<file path="src/rtl/psum_accum_array_pkg.sv">
// Shared definitions for the multi-channel partial-sum accumulator:
// default geometry, FSM state encoding and output saturation bounds.
package psum_accum_array_pkg;

    localparam int DEF_N_CH   = 4;
    localparam int DEF_W_IN   = 20;
    localparam int DEF_W_ACC  = 32;
    localparam int DEF_W_BIAS = 16;
    localparam int DEF_W_OUT  = 16;
    localparam int DEF_R_LOG  = 4;

    localparam logic [1:0] ST_ACC = 2'd0;
    localparam logic [1:0] ST_FIN = 2'd1;
    localparam logic [1:0] ST_OUT = 2'd2;

    typedef enum logic [1:0] {
        STATE_ACC = ST_ACC,
        STATE_FIN = ST_FIN,
        STATE_OUT = ST_OUT
    } state_t;

    // Largest value representable in a signed field of width w.
    function automatic logic signed [63:0] sat_hi(input int w);
        return (64'sd1 <<< (w - 1)) - 64'sd1;
    endfunction

    // Smallest value representable in a signed field of width w.
    function automatic logic signed [63:0] sat_lo(input int w);
        return -(64'sd1 <<< (w - 1));
    endfunction

endpackage

</file>
<file path="src/rtl/psum_accum_array_if.sv">
// Beat input, finalisation controls and result handshake of the
// partial-sum accumulator. The slave side is the accumulator itself.
interface psum_accum_array_if
    import psum_accum_array_pkg::*;
#(
    parameter int N_CH   = DEF_N_CH,
    parameter int W_IN   = DEF_W_IN,
    parameter int W_BIAS = DEF_W_BIAS,
    parameter int W_OUT  = DEF_W_OUT
) ();

    logic                     i_Vld;
    logic                     o_Rdy;
    logic                     i_First;
    logic                     i_Last;
    logic [N_CH*W_IN-1:0]     i_PSUM;
    logic                     i_Sel_Bias;
    logic                     i_Shift_En;
    logic [N_CH*W_BIAS-1:0]   i_Bias;
    logic                     o_Vld;
    logic                     i_Rdy;
    logic [N_CH*W_OUT-1:0]    o_PSUM;
    logic [N_CH-1:0]          o_Sat;
    logic                     o_Ovf;

    modport slave (
        input  i_Vld, i_First, i_Last, i_PSUM, i_Sel_Bias, i_Shift_En, i_Bias, i_Rdy,
        output o_Rdy, o_Vld, o_PSUM, o_Sat, o_Ovf
    );

    modport master (
        output i_Vld, i_First, i_Last, i_PSUM, i_Sel_Bias, i_Shift_En, i_Bias, i_Rdy,
        input  o_Rdy, o_Vld, o_PSUM, o_Sat, o_Ovf
    );

endinterface

</file>
<file path="src/rtl/psum_accum_lane.sv">
// Finalisation datapath for one channel: optional round-toward-zero
// right shift, optional bias add, then saturation to the output width.
module psum_accum_lane
    import psum_accum_array_pkg::*;
#(
    parameter int W_ACC  = DEF_W_ACC,
    parameter int W_BIAS = DEF_W_BIAS,
    parameter int W_OUT  = DEF_W_OUT,
    parameter int R_LOG  = DEF_R_LOG
) (
    input  logic signed [W_ACC-1:0]  acc,
    input  logic signed [W_BIAS-1:0] bias,
    input  logic                     shift_en,
    input  logic                     sel_bias,
    output logic signed [W_OUT-1:0]  res,
    output logic                     sat
);

    logic signed [W_ACC-1:0] shifted_s;
    logic signed [W_ACC:0]   biased_s;
    logic signed [63:0]      wide_s;

    generate
        if (R_LOG > 0) begin : g_shift
            logic signed [W_ACC-1:0] shr_s;
            logic                    round_s;

            // Arithmetic shift kept in its own signed net so the sign fill survives.
            assign shr_s   = acc >>> R_LOG;
            // Floor plus one on negative values with discarded bits gives truncation toward zero.
            assign round_s = acc[W_ACC-1] & (acc[R_LOG-1:0] != {R_LOG{1'b0}});

            // Select shifted or raw accumulator.
            always_comb begin
                if (shift_en) begin
                    shifted_s = shr_s + {{(W_ACC-1){1'b0}}, round_s};
                end else begin
                    shifted_s = acc;
                end
            end
        end else begin : g_noshift
            assign shifted_s = acc;
        end
    endgenerate

    // One extra bit of headroom so the bias add itself never wraps.
    always_comb begin
        if (sel_bias) begin
            biased_s = {shifted_s[W_ACC-1], shifted_s}
                     + {{(W_ACC+1-W_BIAS){bias[W_BIAS-1]}}, bias};
        end else begin
            biased_s = {shifted_s[W_ACC-1], shifted_s};
        end
    end

    assign wide_s = 64'(biased_s);

    // Clip to the signed output range and flag any clipping.
    always_comb begin
        if (wide_s > sat_hi(W_OUT)) begin
            res = {1'b0, {(W_OUT-1){1'b1}}};
            sat = 1'b1;
        end else if (wide_s < sat_lo(W_OUT)) begin
            res = {1'b1, {(W_OUT-1){1'b0}}};
            sat = 1'b1;
        end else begin
            res = biased_s[W_OUT-1:0];
            sat = 1'b0;
        end
    end

endmodule

</file>
<file path="src/rtl/psum_accum_array.sv">
// N-channel signed partial-sum accumulator. Beats are summed per channel
// until a last-flagged beat, then one finalisation cycle shifts, biases
// and saturates every channel into a held valid/ready output register.
module psum_accum_array
    import psum_accum_array_pkg::*;
#(
    parameter int N_CH   = DEF_N_CH,
    parameter int W_IN   = DEF_W_IN,
    parameter int W_ACC  = DEF_W_ACC,
    parameter int W_BIAS = DEF_W_BIAS,
    parameter int W_OUT  = DEF_W_OUT,
    parameter int R_LOG  = DEF_R_LOG
) (
    input  logic               i_CLK,
    input  logic               i_RSTb,
    psum_accum_array_if.slave  bus
);

    state_t                  state_r;
    state_t                  state_s;
    logic                    rdy_r;
    logic                    vld_r;
    logic                    ovf_r;
    logic                    sel_bias_r;
    logic                    shift_en_r;
    logic [N_CH*W_BIAS-1:0]  bias_r;
    logic [N_CH*W_OUT-1:0]   psum_r;
    logic [N_CH*W_OUT-1:0]   res_s;
    logic [N_CH-1:0]         sat_r;
    logic [N_CH-1:0]         sat_s;
    logic [N_CH-1:0]         lane_ovf_s;
    logic signed [W_ACC-1:0] acc_r     [N_CH];
    logic signed [W_ACC-1:0] acc_sum_s [N_CH];
    logic                    accept_s;
    logic                    out_take_s;

    assign accept_s   = bus.i_Vld & rdy_r & (state_r == STATE_ACC);
    assign out_take_s = vld_r & bus.i_Rdy & (state_r == STATE_OUT);

    generate
        for (genvar g = 0; g < N_CH; g++) begin : g_ch
            logic signed [W_IN-1:0]  lane_in_s;
            logic signed [W_ACC-1:0] base_s;
            logic signed [W_ACC-1:0] add_s;

            // A first beat starts from zero instead of the retained sum.
            assign lane_in_s     = bus.i_PSUM[g*W_IN +: W_IN];
            assign base_s        = bus.i_First ? {W_ACC{1'b0}} : acc_r[g];
            assign add_s         = W_ACC'(lane_in_s);
            assign acc_sum_s[g]  = base_s + add_s;
            // Signed wrap: operands agree in sign but the sum does not.
            assign lane_ovf_s[g] = (base_s[W_ACC-1] == add_s[W_ACC-1])
                                 & (acc_sum_s[g][W_ACC-1] != base_s[W_ACC-1]);

            psum_accum_lane #(
                .W_ACC  (W_ACC),
                .W_BIAS (W_BIAS),
                .W_OUT  (W_OUT),
                .R_LOG  (R_LOG)
            ) u_lane (
                .acc      (acc_r[g]),
                .bias     (bias_r[g*W_BIAS +: W_BIAS]),
                .shift_en (shift_en_r),
                .sel_bias (sel_bias_r),
                .res      (res_s[g*W_OUT +: W_OUT]),
                .sat      (sat_s[g])
            );
        end
    endgenerate

    // Next-state decode for the accumulate / finalise / output sequence.
    always_comb begin
        state_s = state_r;
        case (state_r)
            STATE_ACC: begin
                if (accept_s && bus.i_Last) begin
                    state_s = STATE_FIN;
                end else begin
                    state_s = STATE_ACC;
                end
            end
            STATE_FIN: begin
                state_s = STATE_OUT;
            end
            STATE_OUT: begin
                if (out_take_s) begin
                    state_s = STATE_ACC;
                end else begin
                    state_s = STATE_OUT;
                end
            end
            default: begin
                state_s = STATE_ACC;
            end
        endcase
    end

    // State register; ready is registered from the next state so it tracks ACC exactly.
    always_ff @(posedge i_CLK or negedge i_RSTb) begin
        if (!i_RSTb) begin
            state_r <= STATE_ACC;
            rdy_r   <= 1'b1;
        end else begin
            state_r <= state_s;
            rdy_r   <= (state_s == STATE_ACC);
        end
    end

    // Per-channel accumulators; contents survive a finished tile for split tiles.
    always_ff @(posedge i_CLK or negedge i_RSTb) begin
        if (!i_RSTb) begin
            for (int c = 0; c < N_CH; c++) begin
                acc_r[c] <= {W_ACC{1'b0}};
            end
        end else if (accept_s) begin
            for (int c = 0; c < N_CH; c++) begin
                acc_r[c] <= acc_sum_s[c];
            end
        end else begin
            for (int c = 0; c < N_CH; c++) begin
                acc_r[c] <= acc_r[c];
            end
        end
    end

    // Sticky wrap flag, restarted by a first beat and re-evaluated on that beat.
    always_ff @(posedge i_CLK or negedge i_RSTb) begin
        if (!i_RSTb) begin
            ovf_r <= 1'b0;
        end else if (accept_s) begin
            ovf_r <= (bus.i_First ? 1'b0 : ovf_r) | (|lane_ovf_s);
        end else begin
            ovf_r <= ovf_r;
        end
    end

    // Capture finalisation controls with the last beat of a tile.
    always_ff @(posedge i_CLK or negedge i_RSTb) begin
        if (!i_RSTb) begin
            bias_r     <= {(N_CH*W_BIAS){1'b0}};
            sel_bias_r <= 1'b0;
            shift_en_r <= 1'b0;
        end else if (accept_s && bus.i_Last) begin
            bias_r     <= bus.i_Bias;
            sel_bias_r <= bus.i_Sel_Bias;
            shift_en_r <= bus.i_Shift_En;
        end else begin
            bias_r     <= bias_r;
            sel_bias_r <= sel_bias_r;
            shift_en_r <= shift_en_r;
        end
    end

    // Result register: loaded in FIN, held through OUT until taken.
    always_ff @(posedge i_CLK or negedge i_RSTb) begin
        if (!i_RSTb) begin
            psum_r <= {(N_CH*W_OUT){1'b0}};
            sat_r  <= {N_CH{1'b0}};
            vld_r  <= 1'b0;
        end else if (state_r == STATE_FIN) begin
            psum_r <= res_s;
            sat_r  <= sat_s;
            vld_r  <= 1'b1;
        end else if (out_take_s) begin
            psum_r <= psum_r;
            sat_r  <= sat_r;
            vld_r  <= 1'b0;
        end else begin
            psum_r <= psum_r;
            sat_r  <= sat_r;
            vld_r  <= vld_r;
        end
    end

    assign bus.o_Rdy  = rdy_r;
    assign bus.o_Vld  = vld_r;
    assign bus.o_PSUM = psum_r;
    assign bus.o_Sat  = sat_r;
    assign bus.o_Ovf  = ovf_r;

endmodule

</file>
<file path="src/flat_wrapper.sv">
// flat-port wrapper written by rule: the top's interface ports become plain ports
module psum_accum_array_flat import psum_accum_array_pkg::*;
#(
    parameter int N_CH   = DEF_N_CH,
    parameter int W_IN   = DEF_W_IN,
    parameter int W_ACC  = DEF_W_ACC,
    parameter int W_BIAS = DEF_W_BIAS,
    parameter int W_OUT  = DEF_W_OUT,
    parameter int R_LOG  = DEF_R_LOG
)
  (i_CLK, i_RSTb, bus_i_Vld, bus_i_First, bus_i_Last, bus_i_PSUM, bus_i_Sel_Bias, bus_i_Shift_En, bus_i_Bias, bus_i_Rdy, bus_o_Rdy, bus_o_Vld, bus_o_PSUM, bus_o_Sat, bus_o_Ovf);
  psum_accum_array_if #(.N_CH(N_CH), .W_IN(W_IN), .W_BIAS(W_BIAS), .W_OUT(W_OUT)) bus_i ();
  input  logic i_CLK;
  input  logic i_RSTb;
  input wire logic [$bits(bus_i.i_Vld)-1:0] bus_i_Vld;
  input wire logic [$bits(bus_i.i_First)-1:0] bus_i_First;
  input wire logic [$bits(bus_i.i_Last)-1:0] bus_i_Last;
  input wire logic [$bits(bus_i.i_PSUM)-1:0] bus_i_PSUM;
  input wire logic [$bits(bus_i.i_Sel_Bias)-1:0] bus_i_Sel_Bias;
  input wire logic [$bits(bus_i.i_Shift_En)-1:0] bus_i_Shift_En;
  input wire logic [$bits(bus_i.i_Bias)-1:0] bus_i_Bias;
  input wire logic [$bits(bus_i.i_Rdy)-1:0] bus_i_Rdy;
  output wire logic [$bits(bus_i.o_Rdy)-1:0] bus_o_Rdy;
  output wire logic [$bits(bus_i.o_Vld)-1:0] bus_o_Vld;
  output wire logic [$bits(bus_i.o_PSUM)-1:0] bus_o_PSUM;
  output wire logic [$bits(bus_i.o_Sat)-1:0] bus_o_Sat;
  output wire logic [$bits(bus_i.o_Ovf)-1:0] bus_o_Ovf;
  assign bus_i.i_Vld = bus_i_Vld;
  assign bus_i.i_First = bus_i_First;
  assign bus_i.i_Last = bus_i_Last;
  assign bus_i.i_PSUM = bus_i_PSUM;
  assign bus_i.i_Sel_Bias = bus_i_Sel_Bias;
  assign bus_i.i_Shift_En = bus_i_Shift_En;
  assign bus_i.i_Bias = bus_i_Bias;
  assign bus_i.i_Rdy = bus_i_Rdy;
  assign bus_o_Rdy = bus_i.o_Rdy;
  assign bus_o_Vld = bus_i.o_Vld;
  assign bus_o_PSUM = bus_i.o_PSUM;
  assign bus_o_Sat = bus_i.o_Sat;
  assign bus_o_Ovf = bus_i.o_Ovf;
  psum_accum_array #(.N_CH(N_CH), .W_IN(W_IN), .W_ACC(W_ACC), .W_BIAS(W_BIAS), .W_OUT(W_OUT), .R_LOG(R_LOG)) u_core (.i_CLK(i_CLK), .i_RSTb(i_RSTb), .bus(bus_i));
endmodule
</file>
<file path="config.mk">
export PLATFORM = sky130hd
export DESIGN_NAME = psum_accum_array_flat
export DESIGN_NICKNAME = d
export VERILOG_FILES = /design/src/rtl/psum_accum_array_pkg.sv /design/src/rtl/psum_accum_array_if.sv /design/src/rtl/psum_accum_lane.sv /design/src/rtl/psum_accum_array.sv /design/src/flat_wrapper.sv
export SDC_FILE = /design/constraint.sdc
export NUM_CORES = 1
export LEC_CHECK = 0
export CORE_ASPECT_RATIO = 0.7
export CORE_MARGIN = 2
export CORE_UTILIZATION = 29
export CTS_CLUSTER_SIZE = 28
export DETAILED_ROUTE_END_ITERATION = 6
export HOLD_SLACK_MARGIN = 0.12
export PLACE_DENSITY_LB_ADDON = 0.08
export SLEW_MARGIN = 15
export SYNTH_ARGS = -nofsm -noshare
export SYNTH_HDL_FRONTEND = slang
export SYNTH_HIERARCHICAL = 1
export SYNTH_SLANG_ARGS = --single-unit
</file>
<file path="constraint.sdc">
create_clock -name i_CLK -period 12.28 [get_ports i_CLK]
set_input_delay 1.842 -clock i_CLK [delete_from_list [all_inputs] [get_ports i_CLK]]
set_output_delay 1.842 -clock i_CLK [all_outputs]
set_load 0.01 [all_outputs]
</file>
==> flow_metrics.py, run 1 <==
metrics = {
    "global_route": {
        "gr-total-overflow": 0,
        "grt_usage_pct": 20.6,
        "antenna_found_initial": 2,
        "grt_pass1_vias": 29000,
        "grt_max_degree": 124,
        "grt_pass1_wl_um": 183000,
    },
    "drt": {
        "route.antenna.remaining_nets": 0,
        "vias_per_cell": 5.51,
        "drc": 0,
        "routedWlPerCell_um": 21.0,
        "dr.pass1.iters": 5,
        "routed_wl_um": 120000,
        "vias": 31400,
        "drt_iter0_drc": 2477,
    },
    "sta": {
        "period_needed_ns": 6.73,
        "fin_crit_sh_pct": 54.8,
        "clock.fmax_mhz": 149,
        "report.final.slew_viol_count": 0,
        "skew_ns": 0.0300,
        "setup_viol": 0,
        "hold_viol": 0,
        "tightest_slew_ns": 1.02,
        "relSlewSlack_pct": 31.1,
        "setup_tns_ns": 0,
        "rsz0062_at_grt": "false",
    },
    "cts": {
        "cts-root-buf": "clkbuf_16",
        "postCtsSetupBuffers": 0,
        "cts_tree": "done",
        "cts_sinks": 267,
        "cts_resized": 0,
        "cts_made_buffers": 37,
        "htree_levels": 2,
        "clkTransAtPathRegs_ns": 0.06,
        "insertion_delay_ns": 0.60,
        "holdBufCountCts": 0,
        "clk_path_buf_depth": 3,
    },
    "floorplan": {
        "ioPinCount": 223,
        "core_mm2": 0.109,
        "start_util_pct": 29.3,
        "die_width_um": 400,
        "dieHeight_um": 281,
        "dieArea_mm2": 0.113,
        "num_rows": 101,
    },
    "synthesis": {
        "syn_nets": 4545,
        "yosysWarnings": 6,
        "synth_edf_count": 0,
        "yosysTopAreaCell": "dfrtp_1",
        "ys_async_sr_fraction_pct": 100,
        "yosysMostFrequentCell": "nand2_1",
        "synth.avg_cell_area_um2": 7.73,
        "synth_cells": 4125,
        "synth_cell_types": 110,
        "netlist_area_mm2": 0.0319,
        "synthDominantCellAreaShare_pct": 20.9,
        "synth-main-ff-cell": "dfrtp_1",
        "synthTopCellsByArea": "dfrtp_1 21%, ha_1 10%, a21oi_1 6.0%",
        "ys_ff_latch": 267,
        "synth.yosys.seq_area_share_pct": 21.0,
        "ys_top_cells_by_count": "457 x nand2_1, 382 x a21oi_1, 315 x nor2_1, 272 x o21ai_0, 266 x dfrtp_1",
    },
    "layout": {
        "ff_latch_area_mm2": 0.00669,
        "layout.nets": 4638,
        "multi_input_area_mm2": 0.0240,
        "area_delta_synth_final_pct": 15.0,
        "fill_cells": 11700,
        "layout-drive-gt1-share_pct": 7.84,
    },
    "place": {
        "io_buffers": 222,
        "hpwl_um": 93000,
        "gp_congestion": 0.880,
    },
    "worst_setup_path": {
        "crit_type": "flip-flop to flip-flop",
        "path_common_cell": "ha_1",
        "worstPathCellList": "o41a_1 -> ha_1 -> ha_1 -> nand4_4 -> o311a_1 -> a211oi_1 -> inv_1 -> ha_1 -> nand4_1 -> or3_1 -> a211oi_1 -> nor4_1 -> nor4_1 -> or4b_1 -> or3_4 -> o41ai_4 -> a21bo_1 -> mux2_2",
        "crit_required_ns": 12.76,
        "rr_startpoint": "u_core/acc_r[31]",
        "start_kind": "flip-flop",
        "worst_setup_path_end_kind": "flip-flop",
        "path_max_fanout": 16,
        "cp-startpoint": "u_core/acc_r[31]",
        "critPathSlowestCell": "o41ai_4",
        "crit_arrival_ns": 7.20,
        "slowest_delay_ns": 0.79,
    },
    "min_path": {
        "holdCritPathClass": "flip-flop to flip-flop",
        "holdCritStartpoint": "u_core/bus.o_PSUM[12]",
    },
    "status": {
        "status": "finished, final reports clean",
    },
    "run": {
        "max_cap_viol_count": 0,
    },
}
==> kinds of logic after synthesis <==
family | count (synthesis) | synth area share, %
adder cells (fa/ha/maj) | 268 | 10.7
AO/OA/AOI/OAI | 1264 | 25.8
AND/OR/NAND/NOR | 1584 | 25.3
flip-flops | 267 | 21.0
multiplexers | 201 | 6.92
buffers and inverters | 302 | 3.74
XOR/XNOR | 239 | 6.57
==> metrics by stage <==
step / instance area (um2) / hold slack [ns] / setup WS (ns) / utilization [%] / cells
2_1_floorplan: 31900 / 0.457 / 6.58 / - / 4125
3_3_place_gp: 35400 / 0.495 / 5.72 / 32.5 / 5621
3_5_place_dp: 35400 / 0.499 / 5.60 / 32.5 / 5621
4_1_cts: 36600 / 0.515 / 5.58 / 33.7 / 5687
5_1_grt: 36600 / 0.530 / 4.92 / 33.7 / 5687
6_report: 36600 / 0.509 / 5.55 / 33.7 / 5689
==> path summary, 6_finish.rpt <==
check | endpoint | slack (ns) | cells past startpoint
worst min-delay path | u_core/bus.o_PSUM[12] | 0.51 | 1
worst max register to register | u_core/bus.o_Sat[3] | 5.55 | 18
min in group asynchronous | u_core/bias_r[10] | 1.21 | 1
worst max-delay path | u_core/bus.o_Sat[3] | 5.55 | 18
max in group asynchronous | u_core/bus.o_PSUM[43] | 9.20 | 3
worst min register to register | u_core/bus.o_PSUM[12] | 0.51 | 1
==> worst max-delay path: cells and delay by family (launching register included) <==
family / cells / cell delay, ns
AND/OR/NAND/NOR: 7 / 2.28
flip-flops: 1 / 0.50
adder cells (fa/ha/maj): 3 / 0.97
buffers and inverters: 1 / 0.13
multiplexers: 1 / 0.25
AO/OA/AOI/OAI: 6 / 2.46
==> placed cells by master, fill, tap and decap left out, types with 110 or more instances in the layout <==
cell             instances
clkdlybuf4s50_1        220
dfrtp_1                264
inv_1                  110
a21oi_1                381
nand2_1                457
mux2_2                 150
ha_1                   260
nand3_1                162
o21ai_0                272
nor2_1                 315
xnor2_1                145
nor2b_1                146
==> registers in the layout, summed over array words and instances, names as in the netlist <==
signal,cells
u_core/shift_en_r,1
u_core/sel_bias_r,1
u_core/acc_r,128
u_core/state_r,2
u_core/bus.o_Sat,4
u_core/bus.o_Vld,1
u_core/bias_r,64
u_core/bus.o_Rdy,1
u_core/bus.o_Ovf,1
u_core/bus.o_PSUM,64
==> layer usage <==
layer	GRT usage, %	vias to the layer above	wire [um]
li1	-	15600	-
met1	32.7	15000	65000
met5	0	-	13
met4	3.31	2	1570
met2	28.6	723	46500
met3	3.58	72	6490
==> layout make-up <==
type / instances / area share (%)
Antenna cell: 2 / 0.0137
Clock inverter: 19 / 0.652
Sequential cell: 267 / 18.3
Tap cell: 1442 / 4.92
Inverter: 110 / 1.13
Clock buffer: 47 / 2.85
Timing Repair Buffer: 246 / 6.63
Multi-Input combinational cell: 3556 / 65.5
Power of run 1 is not shown: default switching activity piles up to over one toggle a cycle in this logic, so the estimate is an artifact.
==> run 2, diff against run 1 <==
==> constraint.sdc (replaced) <==
create_clock -name i_CLK -period 6.1 [get_ports i_CLK]
set_input_delay 0.915 -clock i_CLK [delete_from_list [all_inputs] [get_ports i_CLK]]
set_output_delay 0.915 -clock i_CLK [all_outputs]
set_load 0.01 [all_outputs]
==> run 2 against run 1 <==
Effect of this change: design area is 3.2% higher; final cell count grew 2.2%; critical path type unchanged; clock-buffer cell count is 1 lower; maximum frequency is 16% higher; critical endpoint is now u_core/bus.o_PSUM[36]; first-iteration DRC count is 4.9% higher; global-route usage is 0.67 points higher; sequential cell count unchanged; setup slack worse by 5.3 ns.
==> flow_metrics.py, run 2 (synthesis gave the netlist of run 1 again) <==
metrics = {
    "status": {
        "status": "finished, final reports clean",
    },
    "sta": {
        "skew_ns": 0.0353,
        "period_needed_ns": 5.82,
        "setup_slack_ns": 0.278,
        "hold_viol": 0,
        "fin_crit_sh_pct": 95.4,
        "setup_viol": 0,
        "report.final.slew_viol_count": 0,
        "tightest_slew_ns": 0.997,
        "rsz0062_at_grt": "false",
        "relSlewSlack_pct": 32.7,
        "whs_ns": 0.308,
        "setup_tns_ns": 0,
        "clock.fmax_mhz": 172,
    },
    "worst_setup_path": {
        "ff2ff_setup_slack_ns": 0.28,
        "crit_required_ns": 6.62,
        "reg2reg_depth": 23,
        "rr_startpoint": "u_core/acc_r[32]",
        "cp-startpoint": "u_core/acc_r[32]",
        "start_kind": "flip-flop",
        "crit_arrival_ns": 6.34,
        "critPathCapture": "u_core/bus.o_PSUM[36]",
        "worst_setup_path_end_kind": "flip-flop",
        "path_max_fanout": 8,
        "crit_type": "flip-flop to flip-flop",
        "rr_endpoint": "u_core/bus.o_PSUM[36]",
    },
    "cts": {
        "cts_made_buffers": 36,
        "cts_tree": "done",
        "clkTransAtPathRegs_ns": 0.07,
        "cts_sinks": 267,
        "htree_levels": 2,
        "insertion_delay_ns": 0.59,
        "holdBufCountCts": 0,
        "clk_path_buf_depth": 3,
        "cts-root-buf": "clkbuf_16",
    },
    "global_route": {
        "antenna_found_initial": 4,
        "grt_pass1_wl_um": 189000,
        "grt_usage_pct": 21.2,
        "grt_pass1_vias": 30000,
        "grt_max_degree": 123,
        "gr-total-overflow": 0,
    },
    "floorplan": {
        "dieArea_mm2": 0.113,
        "num_rows": 101,
        "die_width_um": 400,
        "dieHeight_um": 281,
        "core_mm2": 0.109,
        "start_util_pct": 29.3,
        "ioPinCount": 223,
    },
    "place": {
        "dpl_worst_slack_ns": 0.133,
        "hpwl_um": 96800,
        "gp_congestion": 0.909,
        "io_buffers": 222,
    },
    "layout": {
        "registers.top_by_ff_count": "u_core/acc_r",
        "final_common_cell": "nand2_1",
        "largest_reg_flops": 128,
        "layout.nets": 4762,
        "layout-drive-gt1-share_pct": 11.0,
        "fill_cells": 11500,
        "final_cell_mix": "456 x nand2_1, 379 x a21oi_1, 313 x nor2_1",
        "area_delta_synth_final_pct": 18.7,
    },
    "drt": {
        "routedWlPerCell_um": 21.2,
        "vias": 32000,
        "vias_per_cell": 5.51,
        "routed_wl_um": 123000,
        "drc": 0,
        "route.antenna.remaining_nets": 0,
        "dr.pass1.iters": 6,
        "drt_iter0_drc": 2599,
    },
    "min_path": {
        "holdCritPathClass": "primary input to async pin",
    },
    "run": {
        "max_cap_viol_count": 0,
    },
}
-- run 2: cell types whose count changed in the layout (fill, tap and decap cells not counted), moves of 4 or more --
cell	delta
buf_12	+4
buf_4	+120
bufinv_16	+4
ha_1	-5
ha_2	+4
-- run 2: critical path: stages (launching register included) --
cell and delay [ns]:
dfrtp_1 0.39, o41a_1 0.17, ha_1 0.18, ha_1 0.18
inv_1 0.06, or4_1 0.59, buf_4 0.21, or3_1 0.31
or3_1 0.37, a31oi_2 0.24, ha_2 0.36, a41oi_1 0.22
o21ai_0 0.10, a31oi_1 0.25, mux2i_1 0.24, nor2_1 0.07
nor4_2 0.43, o211ai_1 0.23, buf_4 0.21, nor3_4 0.21
a21oi_2 0.15, buf_4 0.20, o21ai_1 0.20, mux2_2 0.19
-- run 2: final cells by class --
cell class / count / area [um2] / share of cell area, %
Inverter: 110 / 413 / 1.09
Sequential cell: 267 / 6690 / 17.7
Tap cell: 1442 / 1800 / 4.77
Clock inverter: 20 / 324 / 0.857
Multi-Input combinational cell: 3556 / 24100 / 63.8
Clock buffer: 46 / 1030 / 2.72
Timing Repair Buffer: 371 / 3420 / 9.05
Antenna cell: 1 / 2.50 / 0.00661
-- run 2: worst min path at each step --
stage | startpoint | to | slack [ns] | cells past startpoint
2_1_floorplan | u_core/acc_r[112] | u_core/acc_r[112] | 0.46 | 2
3_3_place_gp | u_core/bus.o_PSUM[46] | u_core/bus.o_PSUM[46] | 0.49 | 1
3_5_place_dp | u_core/bus.o_PSUM[45] | u_core/bus.o_PSUM[45] | 0.50 | 1
4_1_cts | i_RSTb | u_core/bus.o_PSUM[11] | 0.32 | 1
5_1_grt | i_RSTb | u_core/bus.o_PSUM[12] | 0.37 | 1
6_report | i_RSTb | u_core/bus.o_PSUM[10] | 0.31 | 1
-- run 2: stage by stage --
stage          cell area [um2]  util [%]  cells
2_1_floorplan            31900         -   4125
3_3_place_gp             36300      33.4   5744
3_5_place_dp             36300      33.4   5744
4_1_cts                  37700      34.7   5810
5_1_grt                  37800      34.8   5813
6_report                 37800      34.8   5813
-- run 2: what timing repair did --
action / 4_1_cts / 5_1_grt
gates resized for setup: 0 / 30
buffers inserted: 0 / 2
setup endpoints to repair: 0 / 64
-- run 2: metal layers --
layer,track usage (%),part of all wire [%],wire [um],up-vias
li1,-,-,-,15800
met1,33.8,53,65600,15200
met2,29.4,39,48100,832
met3,3.45,6.0,7330,104
met4,3.89,1.6,1940,2
met5,0,0.0073,9,-
Power of run 2 is left out for the same reason.
==> run 3, diff against run 2 <==
--- a/config.mk
+++ b/config.mk
@@ -12,6 +12,7 @@
 export DETAILED_ROUTE_END_ITERATION = 6
 export HOLD_SLACK_MARGIN = 0.12
 export PLACE_DENSITY_LB_ADDON = 0.08
+export RECOVER_POWER = 25
 export SLEW_MARGIN = 15
 export SYNTH_ARGS = -nofsm -noshare
 export SYNTH_HDL_FRONTEND = slang
==> run 3 against run 2 <==
Effect of this change: clock skew is essentially flat; via count is essentially flat; the flow now finishes with violations (max-capacitance violations, max-slew violations); maximum frequency is essentially flat; largest cell class unchanged.
==> flow_metrics.py, run 3 (synthesis gave the netlist of run 1 again) <==
metrics = {
    "layout": {
        "stdcell_count": 5813,
        "largest_reg_flops": 128,
        "layout-drive-gt1-share_pct": 10.9,
        "registers.top_by_ff_count": "u_core/acc_r",
        "area_delta_synth_final_pct": 18.7,
        "final_cell_mix": "456 x nand2_1, 379 x a21oi_1, 313 x nor2_1",
        "layout.nets": 4762,
        "final_common_cell": "nand2_1",
        "ff_latch_area_mm2": 0.00669,
        "fin_util_pct": 34.8,
        "fill_cells": 11500,
        "multi_input_area_mm2": 0.0241,
    },
    "global_route": {
        "grt_usage_pct": 21.2,
        "grt_pass1_wl_um": 189000,
        "antenna_found_initial": 4,
        "gr-total-overflow": 0,
        "grt_max_degree": 123,
        "grt_pass1_vias": 30000,
    },
    "worst_setup_path": {
        "slowest_delay_ns": 0.59,
        "path_depth": 23,
        "crit_required_ns": 6.62,
        "ff2ff_setup_slack_ns": 0.28,
        "reg2reg_depth": 23,
        "worst_setup_path_end_kind": "flip-flop",
        "critPathSlowestCell": "or4_1",
        "rr_startpoint": "u_core/acc_r[32]",
        "crit_buf_inv": 4,
        "path_max_fanout": 8,
        "worstPathCellList": "o41a_1 -> ha_1 -> ha_1 -> inv_1 -> or4_1 -> buf_4 -> or3_1 -> or3_1 -> a31oi_2 -> ha_2 -> a41oi_1 -> o21ai_0 -> a31oi_1 -> mux2i_1 -> nor2_1 -> nor4_2 -> o211ai_1 -> buf_4 -> nor3_4 -> a21oi_2 -> buf_4 -> o21ai_1 -> mux2_2",
        "path_common_cell": "buf_4",
        "rr_endpoint": "u_core/bus.o_PSUM[36]",
        "start_kind": "flip-flop",
        "crit_arrival_ns": 6.34,
        "crit_type": "flip-flop to flip-flop",
        "crit_family": "simple AND/OR/NAND/NOR gates",
    },
    "sta": {
        "rsz0062_at_grt": "false",
        "whs_ns": 0.508,
        "tightest_slew_ns": 4.86,
        "hold_viol": 0,
        "clock.fmax_mhz": 172,
        "report.final.slew_viol_count": 90,
        "relSlewSlack_pct": -224,
        "setup_tns_ns": 0,
        "skew_ns": 0.0352,
        "period_needed_ns": 5.82,
        "fin_crit_sh_pct": 95.4,
        "setup_viol": 0,
    },
    "cts": {
        "insertion_delay_ns": 0.59,
        "holdBufCountCts": 0,
        "htree_levels": 2,
        "cts_tree": "done",
        "clkTransAtPathRegs_ns": 0.07,
        "clk_path_buf_depth": 3,
        "cts_sinks": 267,
        "cts-root-buf": "clkbuf_16",
        "cts_made_buffers": 36,
    },
    "min_path": {
        "holdCritPathClass": "flip-flop to flip-flop",
        "holdCritStartpoint": "u_core/bus.o_PSUM[62]",
        "hold_depth": 1,
        "holdPathEnd": "u_core/bus.o_PSUM[62]",
    },
    "drt": {
        "dr.pass1.iters": 6,
        "drc": 0,
        "vias": 32000,
        "routedWlPerCell_um": 21.2,
        "drt_iter0_drc": 2599,
        "vias_per_cell": 5.51,
        "routed_wl_um": 123000,
        "route.antenna.remaining_nets": 0,
    },
    "place": {
        "io_buffers": 222,
        "dp.cells": 5744,
        "hpwl_um": 96800,
        "gp_congestion": 0.909,
    },
    "status": {
        "status": "finished with violations",
        "violations": "max-capacitance violations, max-slew violations",
    },
    "floorplan": {
        "dieArea_mm2": 0.113,
        "die_width_um": 400,
        "core_mm2": 0.109,
        "num_rows": 101,
        "start_util_pct": 29.3,
        "dieHeight_um": 281,
        "ioPinCount": 223,
    },
    "run": {
        "max_cap_viol_count": 1,
    },
}
-- run 3: changes by cell type in the layout (fill, tap and decap cells not counted), sizes merged --
cell           delta
clkdlybuf4s25     +1
dlygate4sd3       +1
clkdlybuf4s50     -1
buf               -1
-- run 3: layer usage --
metal / vias up / global-route usage (%) / wire length, um
met5: - / 0 / 9
met4: 2 / 3.89 / 1940
met3: 104 / 3.45 / 7330
met2: 833 / 29.4 / 48100
met1: 15300 / 33.8 / 65600
li1: 15800 / - / -
-- run 3: through the flow --
stage | setup slack (ns) | area [um2]
2_1_floorplan | 0.401 | 31900
3_3_place_gp | 0.198 | 36300
3_5_place_dp | 0.133 | 36300
4_1_cts | 0.107 | 37700
5_1_grt | 0.00541 | 37800
6_report | 0.278 | 37800
-- run 3: repair_timing --
action,CTS,global route
buffers inserted,0,2
setup endpoints to repair,0,64
gates resized for setup,0,30
-- run 3: final cells by class --
type                       count  area share [%]
timing repair buffer         371            9.03
sequential                   267            17.7
clock buffer                  46            2.72
antenna                        1         0.00662
inverter                     110            1.09
clock inverter                20           0.857
multi-input combinational   3556            63.8
tap                         1442            4.77
-- run 3: worst reg2reg max path, cell delays in order, from the launching register on --
cell and delay (ns):
dfrtp_1 0.39, o41a_1 0.17, ha_1 0.18, ha_1 0.18, inv_1 0.06, or4_1 0.59
buf_4 0.21, or3_1 0.32, or3_1 0.37, a31oi_2 0.24, ha_2 0.37, a41oi_1 0.22
o21ai_0 0.10, a31oi_1 0.25, mux2i_1 0.24, nor2_1 0.07, nor4_2 0.43, o211ai_1 0.23
buf_4 0.21, nor3_4 0.21, a21oi_2 0.15, buf_4 0.20, o21ai_1 0.20, mux2_2 0.19
-- run 3: how the worst max path moves through the flow --
| stage | from | end | slack [ns] |
|---|---|---|---|
| final | u_core/acc_r[32] | u_core/bus.o_PSUM[36] | 0.28 |
| after global routing | u_core/acc_r[32] | u_core/bus.o_PSUM[36] | 0.005 |
| after CTS | u_core/acc_r[0] | u_core/bus.o_PSUM[48] | 0.11 |
| after detailed placement | u_core/acc_r[0] | u_core/bus.o_PSUM[49] | 0.13 |
| after global placement | u_core/acc_r[0] | u_core/bus.o_PSUM[49] | 0.20 |
| after floorplan | u_core/shift_en_r | u_core/bus.o_Sat[3] | 0.40 |
Power of run 3 is left out for the same reason.
